==> src/rtl/morse_pkg.sv <==
// Shared types and sizing for the Morse decoder: FSM states, symbol limits and output widths.
package morse_pkg;

   typedef enum logic [1:0] {
      ST_IDLE  = 2'd0,
      ST_MARK  = 2'd1,
      ST_SPACE = 2'd2
   } state_t;

   localparam int unsigned MAX_SYM = 5;
   localparam int unsigned LEN_W   = 3;
   localparam int unsigned BITS_W  = 5;
   localparam int unsigned DUR_W   = 3;
   localparam int unsigned DUR_MAX = (1 << DUR_W) - 1;
   localparam int unsigned SYM_W   = $clog2(MAX_SYM + 1);

   // Saturating increment for the tick-duration counter.
   function automatic logic [DUR_W-1:0] dur_inc(input logic [DUR_W-1:0] v);
      return (v == DUR_W'(DUR_MAX)) ? v : v + DUR_W'(1);
   endfunction

endpackage

==> src/rtl/morse_tick_gen.sv <==
// Timing-tick prescaler: counts 0..TICK_DIV-1, ticks on the last count, restartable via clr.
module morse_tick_gen #(
   parameter int unsigned TICK_DIV = 10_000_000
) (
   input  logic clk,
   input  logic rst,
   input  logic clr,
   output logic tick
);

   localparam int unsigned CNT_W = (TICK_DIV > 1) ? $clog2(TICK_DIV) : 1;
   localparam logic [CNT_W-1:0] CNT_LAST = CNT_W'(TICK_DIV - 1);

   logic [CNT_W-1:0] cnt;

   assign tick = (cnt == CNT_LAST);

   always_ff @(posedge clk) begin
      if (rst || clr || tick) begin
         cnt <= '0;
      end else begin
         cnt <= cnt + CNT_W'(1);
      end
   end

endmodule

==> src/rtl/morse_decoder.sv <==
// Morse key decoder: times marks/spaces in ticks, collects dot/dash symbols and emits one code per character.
module morse_decoder
   import morse_pkg::*;
#(
   parameter int unsigned TICK_DIV = 10_000_000,
   parameter int unsigned DASH_MIN = 3,
   parameter int unsigned CHAR_GAP = 3
) (
   input  logic              clk,
   input  logic              rst,
   input  logic              key,
   output logic              code_valid,
   output logic [LEN_W-1:0]  code_len,
   output logic [BITS_W-1:0] code_bits,
   output logic              overflow,
   output logic              busy
);

   state_t             state;
   logic               tick;
   logic [DUR_W-1:0]   dur;
   logic [DUR_W-1:0]   dur_eff;
   logic [SYM_W-1:0]   sym_cnt;
   logic [BITS_W-1:0]  sym_buf;
   logic               ovf;
   logic               is_dash;
   logic               go_mark;
   logic               go_space;
   logic               go_idle;
   logic               trans;

   // A tick landing on the release cycle still counts toward the mark length.
   assign dur_eff  = tick ? dur_inc(dur) : dur;
   assign is_dash  = 32'(dur_eff) >= DASH_MIN;

   assign go_mark  = key && (state == ST_IDLE || state == ST_SPACE);
   assign go_space = !key && (state == ST_MARK);
   assign go_idle  = !key && (state == ST_SPACE) && tick && (32'(dur) == CHAR_GAP - 1);
   assign trans    = go_mark || go_space || go_idle;

   morse_tick_gen #(
      .TICK_DIV (TICK_DIV)
   ) u_tick_gen (
      .clk  (clk),
      .rst  (rst),
      .clr  (trans),
      .tick (tick)
   );

   always_ff @(posedge clk) begin
      if (rst) begin
         state      <= ST_IDLE;
         dur        <= '0;
         sym_cnt    <= '0;
         sym_buf    <= '0;
         ovf        <= 1'b0;
         code_valid <= 1'b0;
         code_len   <= '0;
         code_bits  <= '0;
         overflow   <= 1'b0;
         busy       <= 1'b0;
      end else begin
         code_valid <= 1'b0;
         overflow   <= 1'b0;
         busy       <= go_mark || (state != ST_IDLE && !go_idle);

         if (trans) begin
            dur <= '0;
         end else if (tick) begin
            dur <= dur_inc(dur);
         end

         case (state)
            ST_IDLE: begin
               if (key) begin
                  state <= ST_MARK;
               end
            end
            ST_MARK: begin
               if (!key) begin
                  state <= ST_SPACE;
                  if (sym_cnt < SYM_W'(MAX_SYM)) begin
                     sym_buf <= sym_buf | (BITS_W'(is_dash) << sym_cnt);
                     sym_cnt <= sym_cnt + SYM_W'(1);
                  end else begin
                     ovf <= 1'b1;
                  end
               end
            end
            ST_SPACE: begin
               if (key) begin
                  state <= ST_MARK;
               end else if (go_idle) begin
                  state <= ST_IDLE;
                  if (ovf) begin
                     overflow <= 1'b1;
                  end else begin
                     code_valid <= 1'b1;
                     code_len   <= LEN_W'(sym_cnt);
                     code_bits  <= sym_buf;
                  end
                  sym_buf <= '0;
                  sym_cnt <= '0;
                  ovf     <= 1'b0;
               end
            end
            default: begin
               state <= ST_IDLE;
            end
         endcase
      end
   end

endmodule

==> config.mk <==
export PLATFORM = sky130hd
export DESIGN_NAME = morse_decoder
export DESIGN_NICKNAME = d
export VERILOG_FILES = /design/src/rtl/morse_pkg.sv /design/src/rtl/morse_tick_gen.sv /design/src/rtl/morse_decoder.sv
export SDC_FILE = /design/constraint.sdc
export NUM_CORES = 1
export LEC_CHECK = 0
export CAP_MARGIN = 20
export CORE_MARGIN = 10
export CORE_UTILIZATION = 45
export DETAILED_ROUTE_END_ITERATION = 6
export PLACE_DENSITY = 0.63
export RECOVER_POWER = 50
export SLEW_MARGIN = 10
export SYNTH_ARGS = -nofsm -noshare
export SYNTH_HDL_FRONTEND = slang
export SYNTH_HIERARCHICAL = 1
export SYNTH_SLANG_ARGS = --single-unit
==> constraint.sdc <==
create_clock -name clk -period 7.7 [get_ports clk]
set_clock_uncertainty 0.1 [all_clocks]
set_input_delay 2.31 -clock clk [delete_from_list [all_inputs] [get_ports clk]]
set_output_delay 2.31 -clock clk [all_outputs]
set_load 0.005 [all_outputs]
# Word-level counts from Yosys, hierarchy flattened
# Index checks and enable logic that the tools add are counted.
[totals]
ff_bits = 49
latchBits = 0
mem_bits_rw = 0
mem_bits_ro = 0
out_inout_bits = 11
elab_cells = 81
memories = 0
[classes]
add_sub_neg = 3
multipliers = 0
div_mod_pow = 0
n_lt_le_gt_ge = 2
n_eq_ne = 12
shifts = 1
mux = 24
n_bitwise = 5
reduce_logical = 23
[op_table]
columns = ["op", "count"]
rows = [
  ["$add A24 B1 Y24 const B", 1],
  ["$eq A24 B24 Y1 const B", 1],
  ["$mux W5", 4],
  ["$mux W3", 6],
  ["$ne A2 B2 Y1 const B", 5],
  ["$pmux W5 S2", 1],
  ["$reduce_and A5 Y1", 2],
  ["$mux W2", 4],
  ["$add A3 B1 Y3 const B", 2],
  ["$logic_and A1 B1 Y1", 6],
  ["$logic_or A1 B1 Y1", 6],
  ["$mux W1", 6],
  ["$pmux W2 S3", 1],
  ["$pmux W3 S2", 1],
  ["$or A5 B5 Y5", 1],
  ["$shl A1 B3 Y5", 1],
  ["$not A1 Y1", 4],
  ["$reduce_and A4 Y1", 1],
  ["$reduce_bool A2 Y1", 2],
  ["$reduce_or A4 Y1", 1],
  ["$eq A3 B2 Y1 const B", 1],
  ["$eq A3 B3 Y1 const B", 1],
  ["$ge A3 B2 Y1 const B", 1],
  ["$lt A3 B3 Y1 const B", 1],
  ["other kinds (9)", 10],
]

# Depth between registers and ports, before layout
[logic_depth]
depth_word = 9
ltp_mapped = 10

# By module
# Netlist, hierarchy kept.
[modules_own_cells]
columns = ["module", "instances", "cells_each", "area_per_inst_um2"]
rows = [
  ["morse_decoder", 1, 114, 1097.3],
  ["morse_tick_gen", 1, 122, 1084.8],
]

# Least setup slack after synthesis
# Ideal clock, no wire load.
[synth_timing]
path_type = "input -> register"
startpoint = "input key"
endpoint = "register u_tick_gen.cnt[10]"
arrival_ns = 3.454
t_required_ns = 7.472
setup_slack_ns = 4.018
cell_stages = 5
cell_sequence = "or3b_4 o21ai_0 a311o_1 clkbuf_1 nor2_1"
[synth_via]
elab_chain_len = 7
[synth_lines]
columns = ["item", "line_no", "text"]
rows = [
  ["start, declared", "morse_decoder.sv:11", "input logic key,"],
  ["$logic_not A1 Y1", "--", ""],
  ["$logic_and A1 B1 Y1 (3 in series)", "morse_decoder.sv:38", "assign go_idle = !key && (state == ST_SPACE) && tick && (32'(dur) == CHAR_GAP - 1);"],
  ["$logic_or A1 B1 Y1 (*)", "morse_decoder.sv:39", "assign trans = go_mark || go_space || go_idle;"],
  ["named net trans", "morse_decoder.sv:30", "logic trans;"],
  ["$logic_or A1 B1 Y1 (*) (2 in series)", "morse_tick_gen.sv:19", "if (rst || clr || tick) begin"],
  ["end signal, assigned", "morse_tick_gen.sv:22", "cnt <= cnt + CNT_W'(1);"],
  ["end, declared", "morse_tick_gen.sv:14", "logic [CNT_W-1:0] cnt;"],
]
# The timed path passes the listed nets; every way through them passes the cells marked *.
# A chain may end at the register's enable or synchronous reset.

# Worst setup path after layout
[layout_timing]
startpoint = "input key"
endpoint = "register u_tick_gen.cnt[4]"
# Same word-level chain as after synthesis.

==> results by group <==
Setup path
  • Crit end category: flip-flop
  • Startpoint Class: primary input
  • Crit path cell chain: dlygate4sd3_1 -> inv_1 -> o21a_1 -> o21ai_0 -> a311o_1 -> nor2_1
  • CP Data Required Time: 7.75 ns
  • Critical path's largest stage delay: slightly below 0.8 ns
  • Worst Path Arrival: about 4.6 ns
  • CP max stage cell: a311o_1
  • Largest fanout on the critical path: 23
  • Worst path bufs/invs: 2
  • Worst Path Class, Setup: primary input to flip-flop
  • CP delay by family, top: compound AO/OA/AOI/OAI gates

Clocking
  • Post-CTS Hold Fix Bufs: 0
  • Inserted Clock Buffers: 5
  • Clock slew at reported path FFs: roughly 0.09 ns
  • H-Tree Level Count: 2
  • Max Buffers Root-to-Sink: 2
  • Clk root buf: clkbuf_8
  • Clock Latency Late Sink: roughly 0.30 ns
  • Post-CTS Setup Bufs: 0
  • TritonCTS clock tree: done
  • Resized Gates After CTS: 0
  • Clock Sinks: 49

GRT
  • Pin count of the biggest net entering global routing: 25
  • Tot GR Track Use: approximately 11%
  • GRT overflow: 0
  • First-pass GRT wire length: 7.12 mm
  • Initial antenna violation count: 0
  • Vias in the first global route: 1,625

Timing
  • Final Max Slew Viols: 0
  • RSZ-0062 raised after global routing: false
  • Hold Violations, Final: 0
  • Final period util: roughly 59%
  • Setup_tns: 0 ns
  • Max Fclk: ~220 MHz
  • Max_slew headroom: approximately 39%
  • Clock period minus worst slack: 4.53 ns
  • Final setup violation count: 0
  • Worst-Margin Slew: 0.910 ns

Synth
  • Seq/Total Area, Yosys: between 40 and 50%
  • Area of the mapped netlist: about 2200 um2
  • Unique cell type count in the Yosys netlist: 50
  • Async set or reset register ratio after synthesis: 0%
  • Most frequent cell after synthesis: dfxtp_1
  • Largest cells by area after synthesis: dfxtp_1 (45%), a21oi_1 (4.8%), xor2_1 (4.0%), nor2_1 (3.8%), o21ai_0 (3.0%)
  • Synth warn: 6
  • Area leader, netlist: dfxtp_1
  • Post-Synthesis Cells: 236
  • Synth Register Bits: 49
  • Syn nets: roughly 240
  • EDFF count, synth: 0
  • Yosys top cell area share: around 45%
  • Top post-synthesis cells by count: dfxtp_1 (49), nor2_1 (22), a21oi_1 (21)
  • Ys flop type: dfxtp_1
  • Avg Cell Area, Syn: a little over 9 um2

Detailed routing
  • Vias per std cell: approximately 5.3
  • Drt first-iter violations: 99
  • Detailed Routing Iterations Pass 1: 5
  • Via Count: 1,653
  • Drt wl/cell: around 13 um
  • DRT Wirelength: ~4.0 mm
  • Antenna viol nets, final: 0
  • Residual DRC: 0

Placement
  • RD Place Congestion: ~0.78
  • Post-DP HPWL: 2.74 mm
  • Port Buffers: 13
  • DP Cell Count: 305

Floorplanning
  • Die Wd: around 90 um
  • Initial core utilization: a little under half
  • Die area: 8030 um2
  • Core Region: about 4700 um2
  • Die H: 89.6 um
  • Io pins: 14
  • Placement Rows: 25

Outcome
  • Status: finished clean

Final layout
  • Area grow syn2layout: 11.0%
  • FILL cells: around 460
  • Antenna diodes: 0
  • Share of cells above drive strength 1: 7.72%
  • Nets: 252
  • Layout Cells excl Fill: roughly 310

Run
  • Max cap viols: 0

Worst hold path
  • Hold WC Path Type: flip-flop to flip-flop

Power and ir drop
  • Pwr Density: approximately 170 nW/um2
  • Power, Total: 0.423 mW
  • Max VDD drop: 0.000126 V
  • Leakage power: 0.849 nW
state kept, by name (all words and copies together), names as in the netlist:
register and cells:
dur 3, code_bits 5, state 2, overflow 1, sym_buf 5, code_len 3
ovf 1, busy 1, sym_cnt 3, u_tick_gen/cnt 24, code_valid 1
worst register-to-register path, stage by stage, from the launching register on:
cell and delay [ns]:
dfxtp_1 0.38, and2_1 0.18, nor4b_1 0.45, and3_1 0.39, nand3b_4 0.14, o21a_1 0.18
o21ai_0 0.44, a311o_1 0.79, nor2_1 0.12
area by class of cell:
cell class / instances / area [um2] / share of cell area, %
Clock inverter: 3 / 21.3 / 0.878
Sequential cell: 49 / 981 / 40.5
Multi-Input combinational cell: 168 / 1110 / 45.7
Clock buffer: 5 / 68.8 / 2.84
Inverter: 8 / 30.0 / 1.24
Timing Repair Buffer: 13 / 130 / 5.37
Tap cell: 67 / 83.8 / 3.46
power breakdown:
group / internal, mW / leakage, nW / switching [mW]
logic: 0.00503 / 0.409 / 0.00895
registers: 0.255 / 0.396 / 0.00243
clock network: 0.0645 / 0.0445 / 0.0870
cells in the final DEF, fill, tap and decap left out, types with 6 or more instances in the layout:
cell / count
nand2_1: 15
or3_1: 6
xor2_1: 10
or4_1: 6
nand3_1: 7
nor2_1: 22
dlygate4sd3_1: 13
o31ai_1: 6
nor3_1: 6
a21oi_1: 21
dfxtp_1: 49
inv_1: 8
nand4_1: 6
o21ai_0: 13
final timing paths:
path,start,slack (ns),cells after the start,endpoint
setup / recovery,key,3.17,6,u_tick_gen/cnt[4]
hold / removal,sym_buf[1],0.36,2,code_bits[1]
setup reg to reg,u_tick_gen/cnt[9],4.42,8,u_tick_gen/cnt[4]
hold reg to reg,sym_buf[1],0.36,2,code_bits[1]
cells by family after synthesis:
logic type	share of synthesized area, %
AOI/OAI and AO/OA	15.5
xor gates and xnor gates	5.62
muxes	0.516
DFF	45.0
adders and majority gates	2.29
buffers and inverters	3.73
and+or+nand+nor	27.4
stage by stage:
stage          hold WS (ns)  utilization [%]  setup WS [ns]  cell area (um2)
2_1_floorplan         0.326                -           4.02             2180
3_3_place_gp          0.344             49.6           2.97             2340
3_5_place_dp          0.349             49.6           2.91             2340
4_1_cts               0.365             51.5           3.24             2430
5_1_grt               0.385             51.3           2.92             2420
6_report              0.359             51.3           3.17             2420
metal layers:
layer	part of all wire [%]	track usage (%)
met4	1.0	4.62
met1	48	13.1
met5	0	0
met3	4.0	2.80
met2	47	18.0
Note: power is estimated with default switching activity, not from simulation.
